`src/rtl/fir_mac_engine_pkg.sv`:
```
// Shared types and sign-magnitude / two's-complement helpers for the FIR MAC engine.
package eq_pkg;
  localparam int N        = 16;
  localparam int TAPS_DEF = 8;
  localparam int WIDE     = 32;
  localparam int SM_MAX   = (1 << (N-1)) - 1;

  function automatic int acc_width(input int taps, input int n);
    return n + $clog2(taps) + 1;
  endfunction

  localparam int ACC_W = acc_width(TAPS_DEF, N);

  typedef enum logic [1:0] {IDLE, MAC, OUT} state_e;

  // Negating a zero magnitude yields zero, so 0x8000 folds to 0.
  function automatic logic signed [N-1:0] sm2tc(input logic [N-1:0] sm);
    logic signed [N-1:0] mag;
    mag = {1'b0, sm[N-2:0]};
    return sm[N-1] ? -mag : mag;
  endfunction

  function automatic logic signed [N-1:0] sat(input logic signed [WIDE-1:0] a);
    logic signed [WIDE-1:0] lim;
    logic signed [WIDE-1:0] nlim;
    lim  = SM_MAX;
    nlim = -lim;
    if (a > lim)  return lim[N-1:0];
    if (a < nlim) return nlim[N-1:0];
    return a[N-1:0];
  endfunction

  function automatic logic [N-1:0] tc2sm(input logic signed [N-1:0] v);
    logic [N-1:0] neg;
    neg = -v;
    return (v < 0) ? {1'b1, neg[N-2:0]} : {1'b0, v[N-2:0]};
  endfunction
endpackage

```
`src/rtl/fir_mac_engine_mult.sv`:
```
// Sign-magnitude multiplier: sign is XOR, magnitude product truncated to N-1 bits.
module fir_mac_engine_mult #(
  parameter int N = 16
) (
  input  logic [N-1:0] a_i,
  input  logic [N-1:0] b_i,
  output logic [N-1:0] p_o
);
  assign p_o[N-1]   = a_i[N-1] ^ b_i[N-1];
  assign p_o[N-2:0] = a_i[N-2:0] * b_i[N-2:0];
endmodule

```
`src/rtl/fir_mac_engine.sv`:
```
// Sequential FIR filter: one multiply-accumulate per cycle over TAPS taps, then
// a held sign-magnitude result until the consumer takes it.
module fir_mac_engine import eq_pkg::*; #(
  parameter int TAPS  = TAPS_DEF,
  parameter int N     = eq_pkg::N,
  parameter int ACC_W = N + $clog2(TAPS) + 1
) (
  input  logic                    clk,
  input  logic                    rst,
  input  logic                    in_valid,
  input  logic [N-1:0]            in_data,
  output logic                    in_ready,
  input  logic                    coef_we,
  input  logic [$clog2(TAPS)-1:0] coef_addr,
  input  logic [N-1:0]            coef_data,
  output logic                    out_valid,
  output logic [N-1:0]            out_data,
  input  logic                    out_ready
);
  localparam int KW = $clog2(TAPS);

  state_e                  state_q;
  logic [KW-1:0]           k_q;
  logic signed [ACC_W-1:0] acc_q;
  logic [TAPS-1:0][N-1:0]  x_q;
  logic [TAPS-1:0][N-1:0]  h_q;
  logic                    out_valid_q;
  logic [N-1:0]            out_data_q;

  logic [N-1:0]            prod;
  logic signed [N-1:0]     prod_tc;
  logic signed [ACC_W-1:0] acc_d;
  logic signed [WIDE-1:0]  acc_wide;

  fir_mac_engine_mult #(.N(N)) u_mult (
    .a_i (x_q[k_q]),
    .b_i (h_q[k_q]),
    .p_o (prod)
  );

  assign prod_tc  = sm2tc(prod);
  assign acc_d    = acc_q + {{(ACC_W-N){prod_tc[N-1]}}, prod_tc};
  assign acc_wide = {{(WIDE-ACC_W){acc_d[ACC_W-1]}}, acc_d};

  always_ff @(posedge clk) begin
    if (rst) begin
      state_q     <= IDLE;
      k_q         <= '0;
      acc_q       <= '0;
      x_q         <= '0;
      h_q         <= '0;
      out_valid_q <= 1'b0;
      out_data_q  <= '0;
    end else begin
      case (state_q)
        IDLE: begin
          if (coef_we) h_q[coef_addr] <= coef_data;
          if (in_valid) begin
            x_q     <= {x_q[TAPS-2:0], in_data};
            acc_q   <= '0;
            k_q     <= '0;
            state_q <= MAC;
          end
        end
        MAC: begin
          acc_q <= acc_d;
          k_q   <= k_q + 1'b1;
          // Result is registered on the last tap so out_valid lands at t+TAPS+1.
          if (k_q == KW'(TAPS-1)) begin
            out_valid_q <= 1'b1;
            out_data_q  <= tc2sm(sat(acc_wide));
            state_q     <= OUT;
          end
        end
        OUT: begin
          if (out_ready) begin
            out_valid_q <= 1'b0;
            state_q     <= IDLE;
          end
        end
        default: state_q <= IDLE;
      endcase
    end
  end

  assign in_ready  = (state_q == IDLE);
  assign out_valid = out_valid_q;
  assign out_data  = out_data_q;
endmodule
```
`config.mk`:
```
export PLATFORM = sky130hd
export DESIGN_NAME = fir_mac_engine
export DESIGN_NICKNAME = d
export VERILOG_FILES = /design/src/rtl/fir_mac_engine_pkg.sv /design/src/rtl/fir_mac_engine_mult.sv /design/src/rtl/fir_mac_engine.sv
export SDC_FILE = /design/constraint.sdc
export NUM_CORES = 1
export LEC_CHECK = 0
export ABC_AREA = 1
export CORE_MARGIN = 1
export CORE_UTILIZATION = 40
export DETAILED_ROUTE_END_ITERATION = 10
export SLEW_MARGIN = 20
export SYNTH_ARGS = -nofsm -noshare
export SYNTH_HDL_FRONTEND = slang
export SYNTH_SLANG_ARGS = --single-unit
```
`constraint.sdc`:
```
create_clock -name clk -period 24 [get_ports clk]
set_input_delay 4.8 -clock clk [delete_from_list [all_inputs] [get_ports clk]]
set_output_delay 4.8 -clock clk [all_outputs]
set_load 0.005 [all_outputs]
```
# Yosys cells after proc, flatten, opt, wreduce, memory -nomap -nowiden
# Cells that the tools add are included.
dict set report word_totals {
  register_bits 298
  inputBits 40
  output_inout_bits 18
  wordCells 85
}
dict set report op_classes {
  add_sub_neg 4
  multipliers 1
  n_lt_le_gt_ge 6
  eq_ne 6
  n_mux 36
  bitwise 1
  reduce_logical 10
}
# op count
set ops {}
lappend ops {{two-way mux 16 bit} 12}
lappend ops {{bitwise mux 128 bit} 1}
lappend ops {{binary-select mux 16 bit (select 3 bit)} 2}
lappend ops {{demux 16 bit (select 3 bit)} 1}
lappend ops {{case mux 20 bit (2 select lines)} 1}
lappend ops {{adder 20 bit} 1}
lappend ops {{> comparator 20 x 16 -> 1 bit, second input constant} 1}
lappend ops {{less-than comparator 20 x 16 -> 1 bit, second input constant} 1}
lappend ops {{two-way mux 20 bit} 1}
lappend ops {{less-than comparator 16 x 1 -> 1 bit, second input constant} 1}
lappend ops {{negation 15 -> 16 bit} 1}
lappend ops {{multiplier 15 x 15 -> 15 bit} 1}
lappend ops {{negation 15 bit} 1}
lappend ops {{two-way mux 1 bit} 11}
lappend ops {{less-than comparator 3 x 4 -> 1 bit, second input constant} 2}
lappend ops {{AND reduction 2 bit} 4}
lappend ops {{two-way mux 2 bit} 3}
lappend ops {{inequality test 2 bit, second input constant} 3}
lappend ops {{case mux 2 bit (3 select lines)} 1}
lappend ops {{case mux 3 bit (2 select lines)} 1}
lappend ops {{AND reduction 3 bit} 2}
lappend ops {{nonzero test 2 bit} 2}
lappend ops {{adder 3 x 1 -> 3 bit, second input constant} 1}
lappend ops {{== test 3 bit, second input constant} 1}
lappend ops {{other kinds (8)} 8}

# Logic depth before layout (Yosys ltp)
# Gate-level depths: netlist (run 1).
dict set report logic_depth {
  word_depth 22
  depth_mapped 58
  ltp_nobuf 56
}

# Hierarchy
# A second synthesis (run 1) with hierarchy kept.
dict set report unflattened {
  hier_cells 2817
  hier_area_um2 18552.8
}
# module n_inst cells_each area_per_inst_um2 seq_area_each_um2
set by_module_without_submodules {}
lappend by_module_without_submodules {fir_mac_engine 1 2214 14656.6 5965.7}
lappend by_module_without_submodules {fir_mac_engine_mult 1 603 3896.2 0.0}

# Worst setup path after synthesis (run 1)
# OpenSTA, ideal clock, no wires.
dict set report synth_path {
  path_kind {register to register}
  from {register k_q[0]}
  to {register out_data_q[8], in the netlist out_data[8]}
  setup_ns 0.117
  t_arrival_ns 8.422
  required_ns 23.883
  slack_ns 15.461
  path_stages_with_launch 51
  path_buffers 4
  synth_period_minus_slack_ns 8.539
  cell_sequence {dfxtp_1 > buf_6 > inv_4 > buf_4 > buf_2 > o21ai_1 > o211ai_1 > o21ai_1 > clkbuf_1 > nor2_1 > fa_1 > fa_1 > inv_1 > fa_1 > fa_1 > inv_1 > fa_1 > inv_1 > (+15 left out) > a21oi_1 > o221ai_1 > nand3b_1 > nand2_1 > nand3_1 > nor2_1 > nand2_1 > nand2_2 > inv_2 > o21ai_0 > ha_1 > nand3_2 > nor2_4 > inv_2 > o21ai_1 > o21ai_0 > nor2_1 > nor2_1}
}
dict set report synth_between {
  elab_chain_cells 19
  word_cells_on_any_way 31
  classes_between {add/sub: 3; mul: 1; order compare: 3; eq/ne: 1; mux: 21; bitwise: 1; reduce/logical: 1}
}
# element line
set synth_rtl {}
lappend synth_rtl {{start: declaration} fir_mac_engine.sv:23} ;# logic [KW-1:0] k_q;
lappend synth_rtl {{start signal: assignment} fir_mac_engine.sv:67} ;# k_q <= k_q + 1'b1;
lappend synth_rtl {{binary-select mux 16 bit (select 3 bit), on equally long branches} {fir_mac_engine.sv:36, fir_mac_engine.sv:37}}
lappend synth_rtl {{two-way mux 16 bit, on equally long branches} {fir_mac_engine.sv:36, fir_mac_engine.sv:37}}
lappend synth_rtl {{multiplier 15 x 15 -> 15 bit} fir_mac_engine_mult.sv:10} ;# assign p_o[N-2:0] = a_i[N-2:0] * b_i[N-2:0];
lappend synth_rtl {{negation 15 -> 16 bit} fir_mac_engine_pkg.sv:20} ;# return sm[N-1] ? -mag : mag;
lappend synth_rtl {{two-way mux 16 bit} fir_mac_engine_pkg.sv:20}
lappend synth_rtl {{adder 20 bit} fir_mac_engine.sv:42} ;# assign acc_d = acc_q + {{(ACC_W-N){prod_tc[N-1]}}, prod_tc};
lappend synth_rtl {{less-than comparator 20 x 16 -> 1 bit} fir_mac_engine_pkg.sv:29} ;# if (a < nlim) return nlim[N-1:0];
lappend synth_rtl {{two-way mux 1 bit (2 in series)} fir_mac_engine_pkg.sv:29}
lappend synth_rtl {{(+2 left out)} --}
lappend synth_rtl {{two-way mux 1 bit} fir_mac_engine.sv:46} ;# if (rst) begin
lappend synth_rtl {{two-way mux 16 bit} fir_mac_engine_pkg.sv:30} ;# return a[N-1:0];
lappend synth_rtl {{two-way mux 16 bit} fir_mac_engine_pkg.sv:29}
lappend synth_rtl {{two-way mux 16 bit} fir_mac_engine.sv:69} ;# if (k_q == KW'(TAPS-1)) begin
lappend synth_rtl {{two-way mux 16 bit} fir_mac_engine.sv:55} ;# case (state_q)
lappend synth_rtl {{two-way mux 16 bit} fir_mac_engine.sv:46}
lappend synth_rtl {{negation 15 bit / less-than comparator 16 x 1 -> 1 bit (equally long branches)} {fir_mac_engine_pkg.sv:35, fir_mac_engine_pkg.sv:36}}
lappend synth_rtl {{two-way mux 16 bit} fir_mac_engine_pkg.sv:36} ;# return (v < 0) ? {1'b1, neg[N-2:0]} : {1'b0, v[N-2:0]};
lappend synth_rtl {{end signal: assignment} fir_mac_engine.sv:71} ;# out_data_q <= tc2sm(sat(acc_wide));
lappend synth_rtl {{end: declaration} fir_mac_engine.sv:28} ;# logic [N-1:0] out_data_q;
# Several ways; a longest one is shown, not always the timed one. The select of a mux whose other input is x is not followed.
# A chain may end at the register's enable or synchronous reset.

# Worst setup path in the final report (run 1)
# Ends and elaborated chain as after synthesis.

==> impl_metrics.env, run 1 <==
export IMPL_status="finished clean"
export IMPL_antenna_found_initial=0
export IMPL_tritoncts="yes"
export IMPL_layout_min_cycle_time_ns=10.86
export IMPL_total_power_w=0.001951
export IMPL_rsz0062_at_grt="no"
export IMPL_cp_slowest_cell="buf_4"
export IMPL_clkSlewWorstSetupHoldPaths_ns=0.06
export IMPL_io_buffers=57
export IMPL_slew_headroom=0.2559
export IMPL_netlist_instances=2747
export IMPL_finalSetupViolCount=0
export IMPL_max_freq_mhz=92.07
export IMPL_cts_buffer_depth=3
export IMPL_fin_crit_sh=0.4526
export IMPL_synthMuxAreaShare=0
export IMPL_die_w_um=216.3
export IMPL_slew_violations=0
export IMPL_synth_top_family_by_area="simple AND/OR/NAND/NOR gates"
export IMPL_synthArstFlopShare=0
export IMPL_synth_cell_area_um2=18370
export IMPL_synthAdderAreaFrac=0.1174
export IMPL_ir_drop_v=0.00005570
export IMPL_worst_skew_pair_late_latency_ns=0.56
export IMPL_coreArea_um2=45380
export IMPL_via_count=16950
export IMPL_hp_class="flip-flop to flip-flop"
export IMPL_totalWireLength_um=49690
export IMPL_path_class="flip-flop to flip-flop"
export IMPL_cts_max_level=2
export IMPL_synth_avg_cell_area_um2=6.687
export IMPL_maxCapViolations=0
export IMPL_synth_area_top_cells="dfxtp_1 32%, nor2_1 13%, nand2_1 9.7%"
export IMPL_dieArea_um2=46790
export IMPL_start_util=0.4048
export IMPL_hpwl_um=32880
export IMPL_grt_usage=0.2150
export IMPL_ant_nets=0
export IMPL_yosys_area_share_xor_xnor=0.01859
export IMPL_finalClockSkew_ns=0.03058
export IMPL_setup_tns_ns=0
export IMPL_antenna_cells=0
export IMPL_clock_sinks=298
export IMPL_first_pass_iters=7
export IMPL_slowest_delay_ns=0.84
export IMPL_cts_root_buf="clkbuf_16"
export IMPL_io_pins=58
export IMPL_num_rows=78
export IMPL_critPathArrivalTime_ns=11.31
export IMPL_path_max_fanout=89
export IMPL_grt_max_degree=132
export IMPL_drive_gt1_frac=0.05121
export IMPL_yosys_warnings=0
export IMPL_worstPathRequired_ns=24.45
export IMPL_ys_ff_latch=298
export IMPL_wl_per_cell_um=14.90
export IMPL_synth_commonest_cells="622 x nor2_1, 473 x nand2_1, 341 x o21ai_0, 298 x dfxtp_1, 281 x inv_1"
export IMPL_hold_buffers=0
export IMPL_design_area_um2=20330
export IMPL_worst_setup_path_end_kind="flip-flop"
export IMPL_yosysTopAreaCellShare=0.3248
export IMPL_place_area_um2=19110
export IMPL_grt_pass1_wl_um=82170
export IMPL_yosysMostFrequentCell="nor2_1"
export IMPL_area_growth_pct=10.66
export IMPL_synth_net_count=2918
export IMPL_die_height_um=216.3
export IMPL_synthDistinctLibCells=49
export IMPL_r2r_slack_ns=13.14
export IMPL_synth_edf_count=0
export IMPL_viasPerCell=5.085
export IMPL_cts_buffers=36
export IMPL_dp_cells=3270
export IMPL_route_detailed_drc=0
export IMPL_cp_start_kind="flip-flop"
export IMPL_synth_compound_area_frac=0.1624
export IMPL_report_final_hold_viol_count=0
export IMPL_grt_pass1_vias=16140
export IMPL_grt_overflow_total=0
export IMPL_drt_first_iter_violations=1151
export IMPL_post_cts_resized=0
export IMPL_cts_setup_buffers=0
export IMPL_worstMarginPinSlew_ns=1.116
export IMPL_synthFlopType="dfxtp_1"
export IMPL_synthSimpleGateAreaFrac=0.2756
export IMPL_p_leak_nw=9.246
export IMPL_place_congestion=0.8932
export IMPL_p_per_area_nw_per_um2=95.98
export IMPL_synth_area_leader_cell="dfxtp_1"
export IMPL_layout_nets=2879
export IMPL_crit_top_cell="nand2_1"
export IMPL_yosysSeqAreaShare=0.3248
export IMPL_instances_no_fill=3334
[worst max-delay path: cells and delay by family (launching register included)]
kind                       cells  cell delay, ns
adders and majority gates      9            3.66
and+or+nand+nor               20            2.53
buffers and inverters          9            1.60
xor gates and xnor gates       2            0.46
AOI/OAI and AO/OA              9            1.59
DFF                            1            0.82
[final cells by class]
type | instances | area, um2
Fill cell | 4726 | 25050
Multi-Input combinational cell | 1997 | 10560
Sequential cell | 298 | 5971
Inverter | 300 | 1135
Clock buffer | 54 | 1111
Tap cell | 600 | 750.7
Timing Repair Buffer | 75 | 709.4
Clock inverter | 10 | 95.09
[kinds of logic after synthesis]
group / count (synthesis)
xor+xnor: 39
buf+inv: 452
flops: 298
simple gates: 1254
compound gates: 573
fa+ha+maj: 131
[report_power, final]
group | switching (W) | total (W) | internal [W]
combinational | 0.000575 | 0.000851 | 0.000275
clock | 0.000218 | 0.000549 | 0.000331
sequential | 0.0000218 | 0.000551 | 0.000529
[worst paths after layout]
check                              endpoint  depth (start not counted)     start
worst max-delay path            out_data[8]                         49    k_q[0]
worst min-delay path               x_q[121]                          2  x_q[121]
worst max register to register  out_data[8]                         49    k_q[0]
worst min register to register     x_q[121]                          2  x_q[121]
[flip-flops by register name, summed over array words and instances (netlist names)]
name,count
acc_q,20
h_q,128
k_q,3
out_data,16
out_valid,1
state_q,2
x_q,128
[metal layers]
metal / vias to the layer above / GRT usage / wire length, um
met4: 0 / 0.07653 / 1386
met5: - / 0 / 0
met2: 365 / 0.3511 / 22400
met1: 7900 / 0.2873 / 23540
li1: 8591 / - / -
met3: 97 / 0.03298 / 2365
[through the flow]
| stage | setup slack (ns) | util | hold slack (ns) |
|---|---|---|---|
| finish | 13.14 | 0.4479 | 0.4505 |
| global route | 12.20 | 0.4479 | 0.4691 |
| CTS | 13.03 | 0.4478 | 0.4520 |
| detailed placement | 13.09 | 0.4212 | 0.4433 |
| global placement | 13.26 | 0.4212 | 0.4391 |
| floorplan | 15.46 | - | 0.4292 |
[cell usage in the layout, fill, tap and decap left out, drive strengths merged, types with 2 or more instances in the layout]
master | Yosys | layout
nand3b | 8 | 8
o21ai | 388 | 388
a21o | 4 | 4
inv | 295 | 294
ha | 62 | 62
o2111ai | 2 | 2
fa | 69 | 69
clkinv | 5 | 13
xnor2 | 5 | 5
dfxtp | 298 | 298
o211ai | 13 | 13
or2 | 5 | 5
nor4 | 2 | 2
nand2 | 496 | 496
clkbuf | 102 | 54
clkdlybuf4s50 | 0 | 57
nand4 | 8 | 8
a31oi | 2 | 2
a21oi | 141 | 141
o21a | 6 | 6
buf | 50 | 18
xor2 | 34 | 34
nor2 | 628 | 628
nand3 | 101 | 101
o22ai | 14 | 14
nor3 | 5 | 5
clkinvlp | 0 | 2
(Power assumes the default switching activity.)
==> inputs of run 2 (changes only) <==
Clock period 24 ns to 10.4 ns, I/O delays scaled along.
==> impl_metrics.env, run 2 (synthesis results as in run 1) <==
export IMPL_cts_root_buf="clkbuf_16"
export IMPL_cp_start_kind="flip-flop"
export IMPL_path_class="flip-flop to flip-flop"
export IMPL_grt_max_degree=141
export IMPL_slew_headroom=0.3123
export IMPL_slew_violations=0
export IMPL_io_buffers=57
export IMPL_crit_top_cell="nand2_1"
export IMPL_hold_slack_ns=0.4508
export IMPL_power_frac_comb=0.440
export IMPL_worst_setup_path_end_kind="flip-flop"
export IMPL_finalSetupViolCount=0
export IMPL_worst_skew_pair_late_latency_ns=0.56
export IMPL_utilization=0.4540
export IMPL_p_per_area_nw_per_um2=219.0
export IMPL_hpwl_um=33740
export IMPL_place_area_um2=19260
export IMPL_finalClockSkew_ns=0.03567
export IMPL_cts_buffer_depth=3
export IMPL_grt_usage=0.2170
export IMPL_grt_pass1_vias=15960
export IMPL_report_final_hold_viol_count=0
export IMPL_switching_share=0.4159
export IMPL_die_w_um=216.3
export IMPL_setup_tns_ns=0
export IMPL_maxCapViolations=0
export IMPL_coreArea_um2=45380
export IMPL_internal_power_w=0.002635
export IMPL_r2r_slack_ns=0.75
export IMPL_wl_per_cell_um=15.11
export IMPL_grt_pass1_wl_um=83250
export IMPL_hp_class="flip-flop to flip-flop"
export IMPL_num_rows=78
export IMPL_reg_top3="h_q x128, x_q x128, acc_q x20"
export IMPL_total_power_w=0.004511
export IMPL_layout_min_cycle_time_ns=9.651
export IMPL_start_util=0.4048
export IMPL_layout_commonest_cell="nor2_1"
export IMPL_cts_buffers=36
export IMPL_route_detailed_drc=0
export IMPL_first_pass_iters=6
export IMPL_tritoncts="yes"
export IMPL_drive_gt1_frac=0.05912
export IMPL_fin_crit_sh=0.9280
export IMPL_seq_power_share=0.281
export IMPL_antenna_cells=0
export IMPL_totalWireLength_um=50730
export IMPL_drt_first_iter_violations=1214
export IMPL_die_height_um=216.3
export IMPL_critPathArrivalTime_ns=10.08
export IMPL_clock_sinks=298
export IMPL_p_leak_nw=9.373
export IMPL_wl_met3_um=2887
export IMPL_max_freq_mhz=103.6
export IMPL_status="finished clean"
export IMPL_path_max_fanout=30
export IMPL_viasPerCell=5.076
export IMPL_io_pins=58
export IMPL_worstMarginPinSlew_ns=1.028
export IMPL_worstPathRequired_ns=10.83
export IMPL_design_area_um2=20600
export IMPL_top_layer_used="met4"
export IMPL_clkPwrFrac=0.279
export IMPL_area_growth_pct=12.14
export IMPL_ant_nets=0
export IMPL_dr_wl_met2_um=23230
export IMPL_via_count=17040
export IMPL_antenna_found_initial=0
export IMPL_drt_met1_wl_um=23660
export IMPL_cp_slowest_cell="fa_1"
export IMPL_dieArea_um2=46790
export IMPL_ir_drop_v=0.0001379
export IMPL_final_cell_mix="622 x nor2_1, 471 x nand2_1, 341 x o21ai_0"
export IMPL_hold_buffers=0
export IMPL_grt_overflow_total=0
export IMPL_layout_nets=2901
export IMPL_cts_max_level=2
export IMPL_slowest_delay_ns=0.57
export IMPL_net_switching_power_w=0.001876
export IMPL_place_congestion=0.8946
export IMPL_clkSlewWorstSetupHoldPaths_ns=0.06
==> run 2: timing repair <==
item | in CTS | in global routing
buffers inserted | 0 | 5
gates resized for setup | 0 | 15
endpoints found under the setup margin | 0 | 12
==> run 2: final cells by class <==
class / count / area [um2]
Inverter: 300 / 1147
Sequential cell: 298 / 5971
Timing Repair Buffer: 97 / 980.9
Fill cell: 4640 / 24780
Clock inverter: 9 / 128.9
Multi-Input combinational cell: 1997 / 10570
Tap cell: 600 / 750.7
Clock buffer: 56 / 1056
==> run 2: metrics by stage <==
stage	setup slack [ns]	cells
2_1_floorplan	1.861	2747
3_3_place_gp	0.6292	3285
3_5_place_dp	0.4579	3285
4_1_cts	0.4376	3350
5_1_grt	-0.01243	3357
6_report	0.7486	3357
==> run 2: path summary, 6_finish.rpt <==
kind / startpoint / end / depth (start not counted)
worst min register to register: h_q[17] / h_q[17] / 2
worst min-delay path: h_q[17] / h_q[17] / 2
worst max register to register: k_q[0] / out_data[8] / 50
worst max-delay path: k_q[0] / out_data[8] / 50
==> run 2: routing by layer <==
metal,track usage,up-vias
li1,-,8643
met1,0.2966,7887
met2,0.3538,442
met3,0.03607,67
met4,0.05563,0
met5,0,-
==> run 2: power groups by stage <==
stage	clock, W	sequential, W	combinational, W
final	0.00126	0.00127	0.00198
after global routing	0.00134	0.00128	0.00226
after CTS	0.00129	0.00127	0.00196
after detailed placement	0	0.00129	0.00195
after global placement	0	0.00129	0.00194
after floorplan	0	0.00128	0.00153
==> run 2: worst max-delay path, delay by kind of cell, from the launching register on <==
kind,cells,cell delay [ns]
adder cells (fa/ha/maj),9,3.99
XOR/XNOR,1,0.24
buffers and inverters,10,0.96
AO/OA/AOI/OAI,10,1.67
AND/OR/NAND/NOR,20,2.23
flip-flops,1,0.40
==> inputs of run 3 (changes only) <==
Settings changed: CORE_MARGIN 1 to 10, CORE_UTILIZATION 40 to 63, PLACE_DENSITY set to 0.81.
==> impl_metrics.env, run 3 (synthesis results as in run 1) <==
export IMPL_coreArea_um2=28700
export IMPL_tritoncts="yes"
export IMPL_die_height_um=190.8
export IMPL_grt_usage=0.2650
export IMPL_antenna_cells=0
export IMPL_viasPerCell=5.585
export IMPL_p_leak_nw=9.258
export IMPL_path_class="flip-flop to flip-flop"
export IMPL_slowest_delay_ns=0.58
export IMPL_start_util=0.6400
export IMPL_fin_ws_ns=0.7335
export IMPL_num_rows=62
export IMPL_crit_top_cell="inv_1"
export IMPL_critPathArrivalTime_ns=10.14
export IMPL_route_detailed_drc=0
export IMPL_place_congestion=0.9256
export IMPL_layout_min_cycle_time_ns=9.666
export IMPL_clkSlewWorstSetupHoldPaths_ns=0.06
export IMPL_report_final_hold_viol_count=0
export IMPL_clkPwrFrac=0.251
export IMPL_switching_share=0.4242
export IMPL_power_frac_comb=0.457
export IMPL_internal_power_w=0.002506
export IMPL_via_count=17450
export IMPL_grt_pass1_wl_um=81320
export IMPL_wl_per_cell_um=15.98
export IMPL_ir_drop_v=0.0001576
export IMPL_maxCapViolations=0
export IMPL_cts_root_buf="clkbuf_16"
export IMPL_grt_overflow_total=0
export IMPL_cp_start_kind="flip-flop"
export IMPL_hp_class="flip-flop to flip-flop"
export IMPL_seqCellArea_um2=5971
export IMPL_cp_buffers_inverters=10
export IMPL_max_freq_mhz=103.5
export IMPL_path_delay_family="adder cells"
export IMPL_worstMarginPinSlew_ns=1.130
export IMPL_first_pass_iters=6
export IMPL_cts_max_level=1
export IMPL_slew_violations=0
export IMPL_utilization=0.6989
export IMPL_slew_headroom=0.2465
export IMPL_cts_buffers=31
export IMPL_cp_slowest_cell="fa_1"
export IMPL_worstPathRequired_ns=10.87
export IMPL_reg_top3="h_q x128, x_q x128, acc_q x20"
export IMPL_layout_nets=2889
export IMPL_fin_crit_sh=0.9295
export IMPL_die_w_um=190.8
export IMPL_hold_buffers=0
export IMPL_net_switching_power_w=0.001846
export IMPL_seq_power_share=0.292
export IMPL_status="finished clean"
export IMPL_finalSetupViolCount=0
export IMPL_worst_skew_pair_late_latency_ns=0.58
export IMPL_drt_first_iter_violations=1622
export IMPL_p_per_area_nw_per_um2=216.9
export IMPL_multi_input_area_um2=10560
export IMPL_finalClockSkew_ns=0.02460
export IMPL_fill_cells=2475
export IMPL_antenna_found_initial=0
export IMPL_final_cell_mix="622 x nor2_1, 471 x nand2_1, 340 x o21ai_0"
export IMPL_hpwl_um=32540
export IMPL_clock_sinks=298
export IMPL_ant_nets=0
export IMPL_cts_buffer_depth=3
export IMPL_dp_slack_ns=0.4489
export IMPL_layout_commonest_cell="nor2_1"
export IMPL_grt_pass1_vias=16540
export IMPL_dieArea_um2=36390
export IMPL_area_growth_pct=9.195
export IMPL_totalWireLength_um=49940
export IMPL_worst_setup_path_end_kind="flip-flop"
export IMPL_io_pins=58
export IMPL_io_buffers=57
export IMPL_drive_gt1_frac=0.05545
export IMPL_path_max_fanout=71
export IMPL_grt_max_degree=138
## run 3: cell types whose count changed in the layout (fill, tap and decap cells not counted), moves of 2 or more
cell	delta
buf_12	-2
clkbuf_1	-8
clkinv_2	+5
inv_1	+2
buf_6	-2
clkbuf_16	-4
buf_4	-2
## run 3: routing by layer
metal,vias up,wire (um),share of wire,track usage
li1,8635,-,-,-
met1,8079,21710,0.43,0.3486
met2,623,23310,0.47,0.4381
met3,117,3356,0.067,0.03365
met4,0,1566,0.031,0.09419
met5,-,0,0,0
## run 3: path summary, 6_finish.rpt
kind | startpoint | endpoint | slack [ns] | cells after the start
max | k_q[1] | out_data[8] | 0.73 | 48
min | h_q[59] | h_q[59] | 0.45 | 2
max reg2reg | k_q[1] | out_data[8] | 0.73 | 48
min reg2reg | h_q[59] | h_q[59] | 0.45 | 2
## run 3: through the flow
step / power (W) / setup TNS (ns) / std cells / cell area, um2 / hold slack [ns]
5_1_grt: 0.004688 / -0.01901 / 3125 / 20060 / 0.4722
3_3_place_gp: 0.003196 / 0 / 3066 / 18960 / 0.4386
3_5_place_dp: 0.003233 / 0 / 3066 / 18960 / 0.4459
2_1_floorplan: 0.002808 / 0 / 2747 / 18370 / 0.4292
4_1_cts: 0.004326 / 0 / 3122 / 19970 / 0.4543
6_report: 0.004352 / 0 / 3125 / 20060 / 0.4524
## run 3: power groups by stage
stage	logic, W	registers [W]	clock network, W
after floorplan	0.00153	0.00128	0
after global placement	0.00191	0.00129	0
after detailed placement	0.00194	0.00129	0
after CTS	0.00196	0.00127	0.00110
after global routing	0.00226	0.00128	0.00115
final	0.00199	0.00127	0.00109
## run 3: area by class of cell
| class | count | area share |
|---|---|---|
| clock inverter | 14 | 0.005988 |
| multi-input combinational | 1997 | 0.5264 |
| timing repair buffer | 90 | 0.04416 |
| tap | 384 | 0.02395 |
| clock buffer | 42 | 0.04422 |
| inverter | 300 | 0.05763 |
| sequential | 298 | 0.2977 |
## run 3: tightest hold or removal path, delay by kind of cell (launching register included)
kind / cells / cell delay, ns
DFF: 1 / 0.30
AOI/OAI and AO/OA: 1 / 0.05
buffers and inverters: 1 / 0.06
## run 3: what timing repair did
item / in CTS / in global routing
gates resized for setup: 0 / 13
endpoints found under the setup margin: 0 / 12
buffers inserted: 0 / 1
